<file path="config.mk">
export PLATFORM = sky130hd
export DESIGN_NAME = mem_stage_lsu_flat
export DESIGN_NICKNAME = d
export VERILOG_FILES = /design/src/rtl/mem_stage_lsu_if.sv /design/src/rtl/mem_stage_lsu.sv /design/src/flat_wrapper.sv
export SDC_FILE = /design/constraint.sdc
export NUM_CORES = 1
export LEC_CHECK = 0
export CORE_MARGIN = 4
export CORE_UTILIZATION = 47
export CTS_BUF_LIST = sky130_fd_sc_hd__clkbuf_4 sky130_fd_sc_hd__clkbuf_8
export CTS_CLUSTER_DIAMETER = 80
export DETAILED_ROUTE_END_ITERATION = 7
export GPL_TIMING_DRIVEN = 0
export HOLD_SLACK_MARGIN = 0.12
export PLACE_DENSITY_LB_ADDON = 0.3
export SLEW_MARGIN = 20
export SYNTH_ARGS = -nofsm -noshare
export SYNTH_HDL_FRONTEND = slang
export SYNTH_SLANG_ARGS = --single-unit
</file>
<file path="constraint.sdc">
create_clock -name clk -period 6.52 [get_ports clk]
set_clock_uncertainty 0.05 [all_clocks]
set_input_delay 1.304 -clock clk [delete_from_list [all_inputs] [get_ports clk]]
set_output_delay 1.304 -clock clk [all_outputs]
set_load 0.05 [all_outputs]
</file>
<file path="src/rtl/mem_stage_lsu_if.sv">
// Data-memory bus between the MEM-stage load/store unit and the memory.
// The LSU holds a request until granted and later accepts one read beat.
interface mem_stage_lsu_if;
    logic        dmem_req;
    logic        dmem_we;
    logic [31:0] dmem_addr;
    logic [3:0]  dmem_be;
    logic [31:0] dmem_wdata;
    logic        dmem_gnt;
    logic        dmem_rvalid;
    logic [31:0] dmem_rdata;

    modport master (
        output dmem_req, dmem_we, dmem_addr, dmem_be, dmem_wdata,
        input  dmem_gnt, dmem_rvalid, dmem_rdata
    );

    modport slave (
        input  dmem_req, dmem_we, dmem_addr, dmem_be, dmem_wdata,
        output dmem_gnt, dmem_rvalid, dmem_rdata
    );
endinterface

</file>
<file path="src/rtl/mem_stage_lsu.sv">
// RV32I MEM-stage load/store unit: one op in flight, decodes width and
// alignment, drives the data-memory bus and returns a tagged result.
module mem_stage_lsu #(
    parameter int TAG_W = 6
) (
    input  logic             clk,
    input  logic             rst,
    input  logic             in_valid,
    output logic             in_ready,
    input  logic             in_is_load,
    input  logic             in_is_store,
    input  logic [2:0]       in_funct3,
    input  logic [31:0]      in_addr,
    input  logic [31:0]      in_wdata,
    input  logic [31:0]      in_alu_result,
    input  logic [TAG_W-1:0] in_tag,
    mem_stage_lsu_if.master  dmem,
    output logic             out_valid,
    input  logic             out_ready,
    output logic [31:0]      out_data,
    output logic [TAG_W-1:0] out_tag,
    output logic             out_exc
);

    typedef enum logic [1:0] {
        ST_IDLE = 2'd0,
        ST_REQ  = 2'd1,
        ST_WAIT = 2'd2,
        ST_RESP = 2'd3
    } state_t;

    state_t             state_r;
    state_t             next_state_s;
    logic               out_valid_r,  next_out_valid_s;
    logic [31:0]        out_data_r,   next_out_data_s;
    logic [TAG_W-1:0]   out_tag_r,    next_out_tag_s;
    logic               out_exc_r,    next_out_exc_s;
    logic               req_r,        next_req_s;
    logic               we_r,         next_we_s;
    logic [3:0]         be_r,         next_be_s;
    logic [31:0]        addr_r,       next_addr_s;
    logic [31:0]        wdata_r,      next_wdata_s;
    logic [2:0]         ld_funct3_r,  next_ld_funct3_s;
    logic [1:0]         ld_off_r,     next_ld_off_s;

    logic               accept_s;
    logic               mem_op_s;
    logic               illegal_s;
    logic               misalign_s;
    logic [3:0]         st_be_s;
    logic [31:0]        st_wdata_s;
    logic [31:0]        shifted_s;
    logic [31:0]        load_data_s;

    assign in_ready = (state_r == ST_IDLE) || ((state_r == ST_RESP) && out_ready);
    assign accept_s = in_valid && in_ready;

    assign out_valid        = out_valid_r;
    assign out_data         = out_data_r;
    assign out_tag          = out_tag_r;
    assign out_exc          = out_exc_r;
    assign dmem.dmem_req    = req_r;
    assign dmem.dmem_we     = we_r;
    assign dmem.dmem_be     = be_r;
    assign dmem.dmem_addr   = addr_r;
    assign dmem.dmem_wdata  = wdata_r;

    // Decode the incoming op: legality, alignment and store byte lanes.
    always_comb begin
        mem_op_s   = in_is_load || in_is_store;
        illegal_s  = 1'b0;
        misalign_s = 1'b0;
        st_be_s    = 4'b1111;
        st_wdata_s = in_wdata;
        if (in_is_load && in_is_store) begin
            illegal_s = 1'b1;
        end else if (in_is_load) begin
            case (in_funct3)
                3'b011, 3'b110, 3'b111: illegal_s = 1'b1;
                default:                illegal_s = 1'b0;
            endcase
        end else if (in_is_store) begin
            illegal_s = (in_funct3 > 3'b010);
        end else begin
            illegal_s = 1'b0;
        end
        case (in_funct3[1:0])
            2'b01:   misalign_s = in_addr[0];
            2'b10:   misalign_s = |in_addr[1:0];
            default: misalign_s = 1'b0;
        endcase
        case (in_funct3)
            3'b000: begin
                st_be_s    = 4'b0001 << in_addr[1:0];
                st_wdata_s = {4{in_wdata[7:0]}};
            end
            3'b001: begin
                st_be_s    = 4'b0011 << in_addr[1:0];
                st_wdata_s = {2{in_wdata[15:0]}};
            end
            default: begin
                st_be_s    = 4'b1111;
                st_wdata_s = in_wdata;
            end
        endcase
    end

    // Align returned read data to the byte offset and apply the load extension.
    always_comb begin
        shifted_s = dmem.dmem_rdata >> {ld_off_r, 3'b000};
        case (ld_funct3_r)
            3'b000:  load_data_s = {{24{shifted_s[7]}}, shifted_s[7:0]};
            3'b100:  load_data_s = {24'h00_0000, shifted_s[7:0]};
            3'b001:  load_data_s = {{16{shifted_s[15]}}, shifted_s[15:0]};
            3'b101:  load_data_s = {16'h0000, shifted_s[15:0]};
            default: load_data_s = dmem.dmem_rdata;
        endcase
    end

    // Next-state and next-output logic; a new transfer overrides the state step.
    always_comb begin
        next_state_s     = state_r;
        next_out_valid_s = out_valid_r;
        next_out_data_s  = out_data_r;
        next_out_tag_s   = out_tag_r;
        next_out_exc_s   = out_exc_r;
        next_req_s       = req_r;
        next_we_s        = we_r;
        next_be_s        = be_r;
        next_addr_s      = addr_r;
        next_wdata_s     = wdata_r;
        next_ld_funct3_s = ld_funct3_r;
        next_ld_off_s    = ld_off_r;

        case (state_r)
            ST_IDLE: begin
                next_out_valid_s = 1'b0;
                next_req_s       = 1'b0;
            end
            ST_REQ: begin
                if (dmem.dmem_gnt) begin
                    next_req_s = 1'b0;
                    if (we_r) begin
                        next_state_s     = ST_RESP;
                        next_out_valid_s = 1'b1;
                        next_out_data_s  = 32'h0000_0000;
                        next_out_exc_s   = 1'b0;
                    end else begin
                        next_state_s = ST_WAIT;
                    end
                end else begin
                    next_req_s = 1'b1;
                end
            end
            ST_WAIT: begin
                if (dmem.dmem_rvalid) begin
                    next_state_s     = ST_RESP;
                    next_out_valid_s = 1'b1;
                    next_out_data_s  = load_data_s;
                    next_out_exc_s   = 1'b0;
                end else begin
                    next_state_s = ST_WAIT;
                end
            end
            ST_RESP: begin
                if (out_ready) begin
                    next_state_s     = ST_IDLE;
                    next_out_valid_s = 1'b0;
                end else begin
                    next_out_valid_s = 1'b1;
                end
            end
            default: begin
                next_state_s     = ST_IDLE;
                next_out_valid_s = 1'b0;
                next_req_s       = 1'b0;
            end
        endcase

        if (accept_s) begin
            next_out_tag_s   = in_tag;
            next_ld_funct3_s = in_funct3;
            next_ld_off_s    = in_addr[1:0];
            if (!mem_op_s) begin
                next_state_s     = ST_RESP;
                next_out_valid_s = 1'b1;
                next_out_data_s  = in_alu_result;
                next_out_exc_s   = 1'b0;
                next_req_s       = 1'b0;
            end else if (illegal_s || misalign_s) begin
                next_state_s     = ST_RESP;
                next_out_valid_s = 1'b1;
                next_out_data_s  = 32'h0000_0000;
                next_out_exc_s   = 1'b1;
                next_req_s       = 1'b0;
            end else begin
                next_state_s     = ST_REQ;
                next_out_valid_s = 1'b0;
                next_out_exc_s   = 1'b0;
                next_req_s       = 1'b1;
                next_we_s        = in_is_store;
                next_be_s        = in_is_store ? st_be_s : 4'b1111;
                next_addr_s      = {in_addr[31:2], 2'b00};
                next_wdata_s     = st_wdata_s;
            end
        end else begin
            next_ld_off_s = ld_off_r;
        end
    end

    // State and output registers with synchronous reset abandoning any op.
    always_ff @(posedge clk) begin
        if (rst) begin
            state_r     <= ST_IDLE;
            out_valid_r <= 1'b0;
            out_data_r  <= 32'h0000_0000;
            out_tag_r   <= {TAG_W{1'b0}};
            out_exc_r   <= 1'b0;
            req_r       <= 1'b0;
            we_r        <= 1'b0;
            be_r        <= 4'b0000;
            addr_r      <= 32'h0000_0000;
            wdata_r     <= 32'h0000_0000;
            ld_funct3_r <= 3'b000;
            ld_off_r    <= 2'b00;
        end else begin
            state_r     <= next_state_s;
            out_valid_r <= next_out_valid_s;
            out_data_r  <= next_out_data_s;
            out_tag_r   <= next_out_tag_s;
            out_exc_r   <= next_out_exc_s;
            req_r       <= next_req_s;
            we_r        <= next_we_s;
            be_r        <= next_be_s;
            addr_r      <= next_addr_s;
            wdata_r     <= next_wdata_s;
            ld_funct3_r <= next_ld_funct3_s;
            ld_off_r    <= next_ld_off_s;
        end
    end

endmodule

</file>
<file path="src/flat_wrapper.sv">
// flat-port wrapper written by rule: the top's interface ports become plain ports
module mem_stage_lsu_flat 
#(
    parameter int TAG_W = 6
)
  (clk, rst, in_valid, in_ready, in_is_load, in_is_store, in_funct3, in_addr, in_wdata, in_alu_result, in_tag, out_valid, out_ready, out_data, out_tag, out_exc, dmem_dmem_req, dmem_dmem_we, dmem_dmem_addr, dmem_dmem_be, dmem_dmem_wdata, dmem_dmem_gnt, dmem_dmem_rvalid, dmem_dmem_rdata);
  mem_stage_lsu_if dmem_i ();
  input  logic clk;
  input  logic rst;
  input  logic in_valid;
  output logic in_ready;
  input  logic in_is_load;
  input  logic in_is_store;
  input  logic [2:0] in_funct3;
  input  logic [31:0] in_addr;
  input  logic [31:0] in_wdata;
  input  logic [31:0] in_alu_result;
  input  logic [TAG_W-1:0] in_tag;
  output logic out_valid;
  input  logic out_ready;
  output logic [31:0] out_data;
  output logic [TAG_W-1:0] out_tag;
  output logic out_exc;
  output wire logic [$bits(dmem_i.dmem_req)-1:0] dmem_dmem_req;
  output wire logic [$bits(dmem_i.dmem_we)-1:0] dmem_dmem_we;
  output wire logic [$bits(dmem_i.dmem_addr)-1:0] dmem_dmem_addr;
  output wire logic [$bits(dmem_i.dmem_be)-1:0] dmem_dmem_be;
  output wire logic [$bits(dmem_i.dmem_wdata)-1:0] dmem_dmem_wdata;
  input wire logic [$bits(dmem_i.dmem_gnt)-1:0] dmem_dmem_gnt;
  input wire logic [$bits(dmem_i.dmem_rvalid)-1:0] dmem_dmem_rvalid;
  input wire logic [$bits(dmem_i.dmem_rdata)-1:0] dmem_dmem_rdata;
  assign dmem_dmem_req = dmem_i.dmem_req;
  assign dmem_dmem_we = dmem_i.dmem_we;
  assign dmem_dmem_addr = dmem_i.dmem_addr;
  assign dmem_dmem_be = dmem_i.dmem_be;
  assign dmem_dmem_wdata = dmem_i.dmem_wdata;
  assign dmem_i.dmem_gnt = dmem_dmem_gnt;
  assign dmem_i.dmem_rvalid = dmem_dmem_rvalid;
  assign dmem_i.dmem_rdata = dmem_dmem_rdata;
  mem_stage_lsu #(.TAG_W(TAG_W)) u_core (.clk(clk), .rst(rst), .in_valid(in_valid), .in_ready(in_ready), .in_is_load(in_is_load), .in_is_store(in_is_store), .in_funct3(in_funct3), .in_addr(in_addr), .in_wdata(in_wdata), .in_alu_result(in_alu_result), .in_tag(in_tag), .dmem(dmem_i), .out_valid(out_valid), .out_ready(out_ready), .out_data(out_data), .out_tag(out_tag), .out_exc(out_exc));
endmodule
</file>
* Yosys cells after proc, flatten, opt, wreduce, memory -nomap -nowiden
Cells that the tools add are included.
Widths: inputs -> output; s select.
** Storage, ports and cells
- Word-level logic and storage cells :: 94
- Flip-flop bits (word level) :: 115
** Cells by class
- Shift operators :: 3
- Order comparisons :: 1
- Bitwise operators :: 1
- Reduce and logical (&&, ||, !) cells :: 18
- Mux-type cells :: 43
- Eq/ne operators :: 16
** Operators with widths (number)
- $mux 32 :: 6
- $pmux 32 s2 :: 2
- $pmux 32 s4 :: 1
- $shr 32x5->16 :: 1
- $mux 1 :: 22
- $eq 3x3->1 const B :: 4
- $mux 2 :: 5
- $ne 3x2->1 const B :: 3
- $reduce_and 3->1 :: 3
- $pmux 4 s2 :: 1
- $eq 2x2->1 const B :: 3
- $eq 3x1->1 const B :: 2
- $logic_not 3->1 :: 2
- $pmux 1 s2 :: 3
- $pmux 2 s3 :: 1
- $reduce_bool 3->1 :: 2
- $eq 2x1->1 const B :: 2
- $mux 4 :: 1
- $pmux 1 s4 :: 1
- $reduce_and 4->1 :: 1
- $reduce_bool 4->1 :: 1
- $shl 1x2->4 const A :: 1
- $shl 2x2->4 const A :: 1
- $eq 3x2->1 const B :: 1
- 8 further kinds :: 12

* Depth between registers and ports, before layout
- Word-level depth :: 9
- Depth in mapped cells :: 9
- Depth with buffers taken out :: 7

* Least setup slack after synthesis
OpenSTA, ideal clock, no wires.
- Path kind :: input port to output port
- Start point :: in out_ready
- End point :: out in_ready
- Cell stages on the path :: 1
- Data arrival time :: 1695 ps
- Buffers on the path :: 0
- Setup slack :: 3471 ps
- Cell sequence :: a21o_1
** On the way
- Longest elaborated chain between the ends :: 2
** RTL lines
- from (decl) :: RTL line flat_wrapper.sv:20 : input logic out_ready;
- $logic_and 1x1->1 :: RTL line mem_stage_lsu.sv:55 : assign in_ready = (state_r == ST_IDLE) || ((state_r == ST_RESP) && out_ready);
- $logic_or 1x1->1 :: RTL line mem_stage_lsu.sv:55
- to (decl) :: RTL line flat_wrapper.sv:11 : output logic in_ready;
Every way passes these cells.

* Worst setup path after layout
Same ends and word-level chain as after synthesis.

==> metrics.txt <==
pwr dens 304.7 nW/um^2; final core utilization 74.48%; post-synthesis cell type count 51; final instance count without filler cells 1161; cell-internal power 1622 uW; CP max stage cell clkdlybuf4s50_1; Critical Path End Type primary output; worst endpoint data arrival time 2790 ps; number of flops mapped to enable cells by yosys 0; Top-Level Pins 256; worst path setup slack after routing 2381 ps; share of power burned in combinational logic 43.9%; kind of path behind the tightest hold check register to register; critical-path maximum fanout 3; post-CTS sizing 0; Post-Synthesis Cell Area 5907 sq um; count of antenna-violating nets left after detailed routing 0; Overall Global Routing Usage 31.18%; setup tns final 0 ps; switching power share of the total 41.22%; initial antenna violation count 0; Yosys warning count 0; top flip-flop cell by instance count after synthesis dfxtp_1; area overhead of the layout relative to synthesis 53.34%; endpoints failing hold 0; Post-Route WL 22980 um; Inst Count DP 1130; relative contribution of the clock network to total power 25.7%; worst ir drop on vdd 0.1561 mV; number of hold buffers added after CTS 0; cell chain of the critical path clkdlybuf4s50_1, a21o_1, clkdlybuf4s50_1; average wire length per cell after detail routing 19.80 um; effective utilization at floorplan 48.57%; cell leakage power 0.003064 uW; crit-path leading delay family buffers and inverters; top cells by area, synth dfxtp_1 (39%), a21oi_1 (7.9%), o21ai_0 (6.3%), nand2_1 (3.7%), nand3_1 (3.7%); final total power 2760 uW; average via count per standard cell 5.970; switching power of the nets 1138 uW; timing-limited maximum frequency 241.6 MHz; asr flop ratio synth 0%; # port buffers 251; highest cell delay on the worst timing path 820 ps; global-route wire length before repair 35450 um; Die X-Extent 120.1 um; net count reported at finish 1136; part of the cycle the worst path needs 63.49%; Iteration-0 DRC Markers 859; run status finished, final reports clean; Rows 40; data required time of the worst path 5170 ps; Post-Syn Area per Cell 8.320 sq um; count of buffers added by post-CTS timing repair for setup 0; placed wire-length estimate 17330 um; vias in the first global route 6692; worst path buffer plus inverter count 2; Setup-failing EPs final 0; critical path class input port to primary output; cell type with the highest aggregate area in the netlist dfxtp_1; worst slack at placement 2261 ps; CTS clk-pin slew, worst paths 60 ps; clock tree from TritonCTS yes; Antenna Diode Count 0; final max-slew violation count 0; post-synthesis instance total 710; residual DRC count 0; Yosys top cell area share 38.97%; CP dominant cell by count clkdlybuf4s50_1; share of total power in sequential cells 30.4%; clk_lat worst skew 430 ps; Die Span Y 120.1 um; Congestion Overflow GR 0; first drt pass iteration count 6; H-tree levels 4; category of the worst setup path launch point input port; standard cell core area 12160 sq um; fraction of the yosys area taken by sequential cells 38.97%; maximum number of pins on one net before global-route repair 17; number of register bits inferred by synthesis 115; worst-case headroom to the max-slew limit 54.33%; Root Buffer Master clkbuf_8; clock sink total 115; via count of the routed design 6931; commonest cells in the netlist dfxtp_1 (115), a21oi_1 (93), o21ai_0 (74); final critical path time including I/O delays and setup 4140 ps; fraction of layout instances using a drive strength above 1 7.251%; slew of the pin with the lowest slew margin 685.0 ps; number of buffers inserted during clock tree synthesis 17; Maximum Capacitance Violations 0; RSZ-0062 raised after global routing false; most instantiated library cell after synthesis dfxtp_1; clk buf depth 2; Final GP Congestion 0.9870; Die Footprint 14430 sq um
-- per-stage QoR --
stage          hold WS [ps]  instance area, sq um
6_report              411.6                  9057
5_1_grt               439.6                  9057
4_1_cts               412.4                  9057
3_5_place_dp          400.3                  8633
3_3_place_gp          392.3                  8633
2_1_floorplan         390.1                  5911
-- placed cells by master (no fill, tap or decap), types with 7 or more instances in the layout --
cell,Yosys,routed
a211oi_1,18,18
nor2_1,11,11
a21oi_1,93,93
a221oi_2,11,11
nor3_1,9,9
o2111ai_1,17,17
a22oi_1,28,28
inv_1,14,14
o21ai_1,13,13
a222oi_1,8,8
nor2b_1,11,11
o21ai_0,74,74
nand2_1,59,59
dfxtp_1,115,115
o2bb2ai_1,12,12
clkbuf_1,56,56
o21a_1,7,7
a221oi_1,7,7
buf_2,13,13
clkbuf_8,0,21
mux2i_1,13,13
ha_1,10,10
a21o_1,9,9
a221o_1,9,9
nand3_1,44,44
clkdlybuf4s50_1,0,251
-- routing by layer --
layer / share of wire, % / up-vias / track usage [%]
li1: - / 3225 / -
met1: 38 / 3215 / 36.34
met2: 46 / 410 / 50.97
met3: 11 / 81 / 11.17
met4: 4.1 / 0 / 14.75
met5: 0 / - / 0
-- worst register-to-register path: cells and delay by family (launching register included) --
kind / cells / cell delay, ps
adder cells (fa/ha/maj): 1 / 290
AND/OR/NAND/NOR: 2 / 640
flip-flops: 1 / 440
buffers and inverters: 1 / 500
AO/OA/AOI/OAI: 3 / 590
-- state kept, by name, indices dropped and copies added (netlist names) --
| signal | cells |
|---|---|
| u_core.dmem.dmem_addr | 30 |
| u_core.out_exc | 1 |
| u_core.ld_funct3_r | 3 |
| u_core.dmem.dmem_wdata | 32 |
| u_core.out_tag | 6 |
| u_core.dmem.dmem_we | 1 |
| u_core.dmem.dmem_be | 4 |
| u_core.out_data | 32 |
| u_core.out_valid | 1 |
| u_core.ld_off_r | 2 |
| u_core.dmem.dmem_req | 1 |
| u_core.state_r | 2 |
-- cells by family (layout without fill, tap and decap cells) --
family                   Yosys count  after routing  synth area share (%)
multiplexers                      15             15                 2.584
adder cells (fa/ha/maj)           10             10                 2.118
buffers and inverters             90            372                 6.439
AND/OR/NAND/NOR                  151            151                 12.05
flip-flops                       115            115                 38.97
AO/OA/AOI/OAI                    328            328                 37.77
other                              1              2               0.06348
-- power groups by stage --
stage / registers, uW / logic (uW) / clock network [uW]
2_1_floorplan: 1090 / 523 / 0
3_3_place_gp: 849 / 1190 / 0
3_5_place_dp: 851 / 1200 / 0
4_1_cts: 837 / 1200 / 718
5_1_grt: 847 / 1290 / 750
6_report: 838 / 1210 / 710
-- area by class of cell --
cell class	instances	area [sq um]
Buffer	76	327.8
Clock buffer	22	296.5
Clock inverter	9	127.6
Fill cell	982	3104
Inverter	14	52.55
Multi-Input combinational cell	506	3228
Sequential cell	115	2302
Tap cell	168	210.2
Timing Repair Buffer	251	2512
-- final timing paths --
| kind | slack (ps) | to | startpoint | depth (start not counted) |
|---|---|---|---|---|
| worst max register to register | 3920 | u_core.out_data[28]$_SDFF_PP0_ | u_core.state_r[0]$_SDFFE_PP0P_ | 7 |
| worst min register to register | 410 | u_core.out_tag[3]$_SDFFE_PP0P_ | u_core.out_tag[3]$_SDFFE_PP0P_ | 2 |
| worst max-delay path | 2380 | in_ready | out_ready | 3 |
| worst min-delay path | 410 | u_core.out_tag[3]$_SDFFE_PP0P_ | u_core.out_tag[3]$_SDFFE_PP0P_ | 2 |
Note: power is estimated with default switching activity, not from simulation.
==> RTL change 1, RTL diff (same flow settings) <==
`TAG_W` is set to 6 in 2 places; all go to 7.
--- a/src/rtl/mem_stage_lsu.sv
+++ b/src/rtl/mem_stage_lsu.sv
@@ -2,5 +2,5 @@
 // alignment, drives the data-memory bus and returns a tagged result.
 module mem_stage_lsu #(
-    parameter int TAG_W = 6
+    parameter int TAG_W = 7
 ) (
     input  logic             clk,
--- a/src/flat_wrapper.sv
+++ b/src/flat_wrapper.sv
@@ -2,5 +2,5 @@
 module mem_stage_lsu_flat 
 #(
-    parameter int TAG_W = 6
+    parameter int TAG_W = 7
 )
   (clk, rst, in_valid, in_ready, in_is_load, in_is_store, in_funct3, in_addr, in_wdata, in_alu_result, in_tag, out_valid, out_ready, out_data, out_tag, out_exc, dmem_dmem_req, dmem_dmem_we, dmem_dmem_addr, dmem_dmem_be, dmem_dmem_wdata, dmem_dmem_gnt, dmem_dmem_rvalid, dmem_dmem_rdata);
Interface: changed (resized in_tag and out_tag); port bits go from 256 to 258. The function was not compared with the original's and may differ.
==> RTL change 1 against the unedited design <==
Total power fell by 1.6%; count of clock-buffer cells in the layout rose by 4; sequential cell count increased by 1; area after synthesis increased by 0.74%; routed wire length grew 2.7%; design area rose by 0.30%; worst setup slack better by 0.013 ns; largest power group unchanged.
==> RTL change 1: results (changes against the unedited design) <==
Status
  • Status: finished clean

Power and ir drop
  • Register share of total power: 0.309 (+0.005)
  • Pleak: 0.00308 uW (+0.62%)
  • Internal Pwr Total: 1580 uW (-2.4%)
  • Max IR drop VDD: 164 uV (+4.9%)
  • Clk. pwr: 657 uW (-7.5%)
  • Seq pwr: 839 uW (about the same)

Drt
  • WL met2: 11.1 mm (+4.8%)
  • Vias per cell: 6.05 (+1.3%)
  • Drt pass-1 iters: 6 (unchanged)
  • Avg WL per Cell: 20.2 um (+2.0%)
  • M1 wire length: 8.80 mm (+0.34%)
  • Top layer in use: met4
  • Met3 Wirelength: 2.77 mm (+5.4%)
  • Initial DRC count: 868 (+1.0%)

Worst setup path
  • Worst path arrival time: 2.77 ns (-0.02 ns)
  • CP Max Fanout: 3 (unchanged)
  • Largest delay share family, worst path: buffers and inverters
  • Max stage delay on crit path: 0.82 ns (about the same)

Place
  • Post-DP Area: 8700 um^2 (+0.74%)
  • # port buffers: 253 (+0.80%)
  • Worst slack, placed: 2.29 ns (+0.0306 ns)
  • HPWL after detailed placement: 17.6 mm (+1.4%)
  • GP Congestion: 0.954 (-3.4%)

Synth
  • Synth async-reset ratio: 0 (unchanged)
  • Ys flop type: dfxtp_1
  • Top cells by count, synth: 116 x dfxtp_1, 91 x a21oi_1, 86 x o21ai_0
  • Yosys cell types: 53 (+3.9%)
  • Sequential share of the synthesized area: 0.390 (+0.000496)
  • Synth warnings: 0 (unchanged)
  • Mapped Cells: 718 (+1.1%)
  • Largest cells by area after synthesis: dfxtp_1 39%, a21oi_1 7.7%, o21ai_0 7.2%, nand2_1 4.0%, nand3_1 3.7%

Layout
  • Final non-filler cell total: 1169 (+0.69%)
  • Fin nets: 1147 (+0.97%)
  • # diodes: 0 (unchanged)
  • Filler cells: 990 (+0.81%)
  • Final instance area: 9080 um^2 (+0.30%)
  • Share of cells above drive strength 1: 0.0739 (+0.00142)

GRT
  • Vias in the first global route: 6764 (+1.1%)
  • Largest net degree at the start of global routing: 17 (unchanged)
  • Routing usage on met2: 0.517 (+0.00728)
  • First-pass GRT wire length: 35.6 mm (+0.43%)
  • Initial antenna violation count: 0 (unchanged)
  • Total global-route track usage: 0.311 (-0.000492)
  • Routing usage on met3: 0.111 (-0.000368)
  • Routing usage on met1: 0.360 (-0.00333)

Clock network
  • CTS resizes: 0 (unchanged)
  • Clk slew on worst S/H paths: 0.06 ns (about the same)
  • Root buf cell: clkbuf_8
  • Post-CTS setup repair buffer count: 0 (unchanged)
  • Skew-Pair Late Insertion Delay: 0.44 ns
  • H-tree levels: 4 (unchanged)
  • Maximum clock path buffer count: 2 (unchanged)
  • Num CTS Buffers: 17 (unchanged)

STA
  • Relative max-transition margin: 0.525 (-0.0183)
[RTL change 1: worst paths after layout]
check / startpoint / endpoint / slack [ns] / cells past startpoint
max reg2reg: u_core.state_r[0] / u_core.out_data[29] / 3.87 / 8
min: u_core.out_tag[1] / u_core.out_tag[1] / 0.40 / 2
min reg2reg: u_core.out_tag[1] / u_core.out_tag[1] / 0.40 / 2
max: out_ready / in_ready / 2.39 / 3
[RTL change 1: final cells by class]
class / instances / area share
clock inverters: 3 / 0.00468
flip-flops and latches: 116 / 0.256
inverters: 10 / 0.00413
clock buffers: 26 / 0.0380
plain buffers: 79 / 0.0390
repair buffers: 253 / 0.279
well taps: 168 / 0.0231
multi-input cells: 514 / 0.357
[RTL change 1: cells by family (layout without fill, tap and decap cells)]
group,count (synthesis),in the layout,share of synthesized area
AOI/OAI and AO/OA,331,331,0.375
adders and majority gates,10,10,0.0210
buffers and inverters,89,371,0.0658
DFF,116,116,0.390
muxes,13,13,0.0223
other,1,2,0.000630
and+or+nand+nor,158,158,0.125
==> RTL change 2, RTL diff (config.mk and constraints unchanged) <==
Made on the original files. Encoding of `state_t`: now Gray code (2 bits for 4 states).
--- a/src/rtl/mem_stage_lsu.sv
+++ b/src/rtl/mem_stage_lsu.sv
@@ -24,8 +24,8 @@
 
     typedef enum logic [1:0] {
-        ST_IDLE = 2'd0,
-        ST_REQ  = 2'd1,
-        ST_WAIT = 2'd2,
-        ST_RESP = 2'd3
+        ST_IDLE = 2'b00,
+        ST_REQ  = 2'b01,
+        ST_WAIT = 2'b11,
+        ST_RESP = 2'b10
     } state_t;
 
Behaviour: same outputs for any inputs over 4 cycles, from zero or initial values and one cycle with rst high; so few cycles prove little.
==> RTL change 2 against the unedited design <==
Area after synthesis increased by 0.44%; design area increased by 0.29%; routed wire length decreased by 2.5%; total power decreased by 22%; sequential cell count unchanged; sequential power decreased by 8.2%; core utilization increased by 0.22 points; register-to-register slack improved by 0.53 ns; worst setup slack got worse by 0.061 ns; synthesized cell count decreased by 0.28%; critical path depth increased by 1; via count decreased by 1.4%.
==> RTL change 2: results (changes against the unedited design) <==
Status
  • Status: finished clean

Synth
  • Largest cells by area after synthesis: dfxtp_1 39%, a21oi_1 7.7%, o21ai_0 6.0%, nand2_1 4.6%, nand3_1 3.8%
  • Mux cell area share after synthesis: 0.0238 (-0.00201)
  • Sequential share of the synthesized area: 0.388 (-0.00173)
  • Mapped Cells: 708 (-0.28%)
  • Yosys cell types: 57 (+12%)
  • Synth Area in Compound Gates: 0.333 (-0.0451)
  • Adder-Cell Fraction of Synth Area: 0.00844 (-0.0127)
  • Top cells by count, synth: 115 x dfxtp_1, 91 x a21oi_1, 73 x nand2_1

GRT
  • Routing usage on met3: 0.0875 (-0.0242)
  • Total global-route track usage: 0.297 (-0.0147)
  • First-pass GRT wire length: 34.4 mm (-3.0%)
  • Initial antenna violation count: 0 (unchanged)
  • Vias in the first global route: 6594 (-1.5%)
  • Largest net degree at the start of global routing: 17 (unchanged)
  • Routing usage on met2: 0.486 (-0.0235)
  • Routing usage on met1: 0.367 (+0.00407)

Clock network
  • Clk slew on worst S/H paths: 0.07 ns
  • Skew-Pair Late Insertion Delay: 0.43 ns (about the same)

Place
  • HPWL after detailed placement: 16.7 mm (-3.6%)
  • Worst slack, placed: 2.33 ns (+0.0715 ns)
  • Post-DP Area: 8660 um^2 (+0.30%)
  • GP Congestion: 0.928 (-6.0%)

Layout
  • Fin nets: 1128 (-0.70%)
  • Share of cells above drive strength 1: 0.106 (+0.0333)

Power and ir drop
  • Pleak: 0.00310 uW (+1.1%)
  • Max IR drop VDD: 122 uV (-22%)
  • Switch Pwr: 751 uW (-34%)
  • Combinational power share: 0.307 (-0.132)
  • Register share of total power: 0.359 (+0.055)
  • Switching part of the total power: 0.351 (-0.0616)

Worst setup path
  • CP Max Fanout: 4 (+1)
  • Max stage delay on crit path: 0.85 ns (+0.03 ns)
  • Worst path arrival time: 2.85 ns (+0.06 ns)

Drt
  • Total number of vias: 6837 (-1.4%)
  • Final WL: 22.4 mm (-2.5%)
  • Vias per cell: 5.89 (-1.3%)
  • Drt pass-1 iters: 5 (-1)
  • Initial DRC count: 709 (-17%)

STA
  • Max Clk Rate: 238 MHz (-1.4%)
  • Relative max-transition margin: 0.564 (+0.0208)
## RTL change 2: worst paths after layout
| check | from | to | slack, ns | cells past startpoint |
|---|---|---|---|---|
| setup / recovery | out_ready | in_ready | 2.32 | 4 |
| hold / removal | u_core.out_tag[0] | u_core.out_tag[0] | 0.41 | 2 |
| setup reg to reg | u_core.state_r[0] | u_core.out_data[7] | 4.45 | 8 |
| hold reg to reg | u_core.out_tag[0] | u_core.out_tag[0] | 0.41 | 2 |
## RTL change 2: metal layers
| metal | wire length (um) | part of all wire | up-vias |
|---|---|---|---|
| met5 | 0 | 0 | - |
| met4 | 849 | 0.038 | 0 |
| met2 | 10300 | 0.46 | 393 |
| li1 | - | - | 3180 |
| met1 | 8940 | 0.40 | 3192 |
| met3 | 2280 | 0.10 | 72 |
## RTL change 2: area by class of cell
type                       count  area [um^2]
tap                          168          210
sequential                   115         2300
clock inverter                14          176
fill                         960         3080
multi-input combinational    510         3190
buffer                        74          403
inverter                      10         37.5
timing repair buffer         251         2510
clock buffer                  18          248
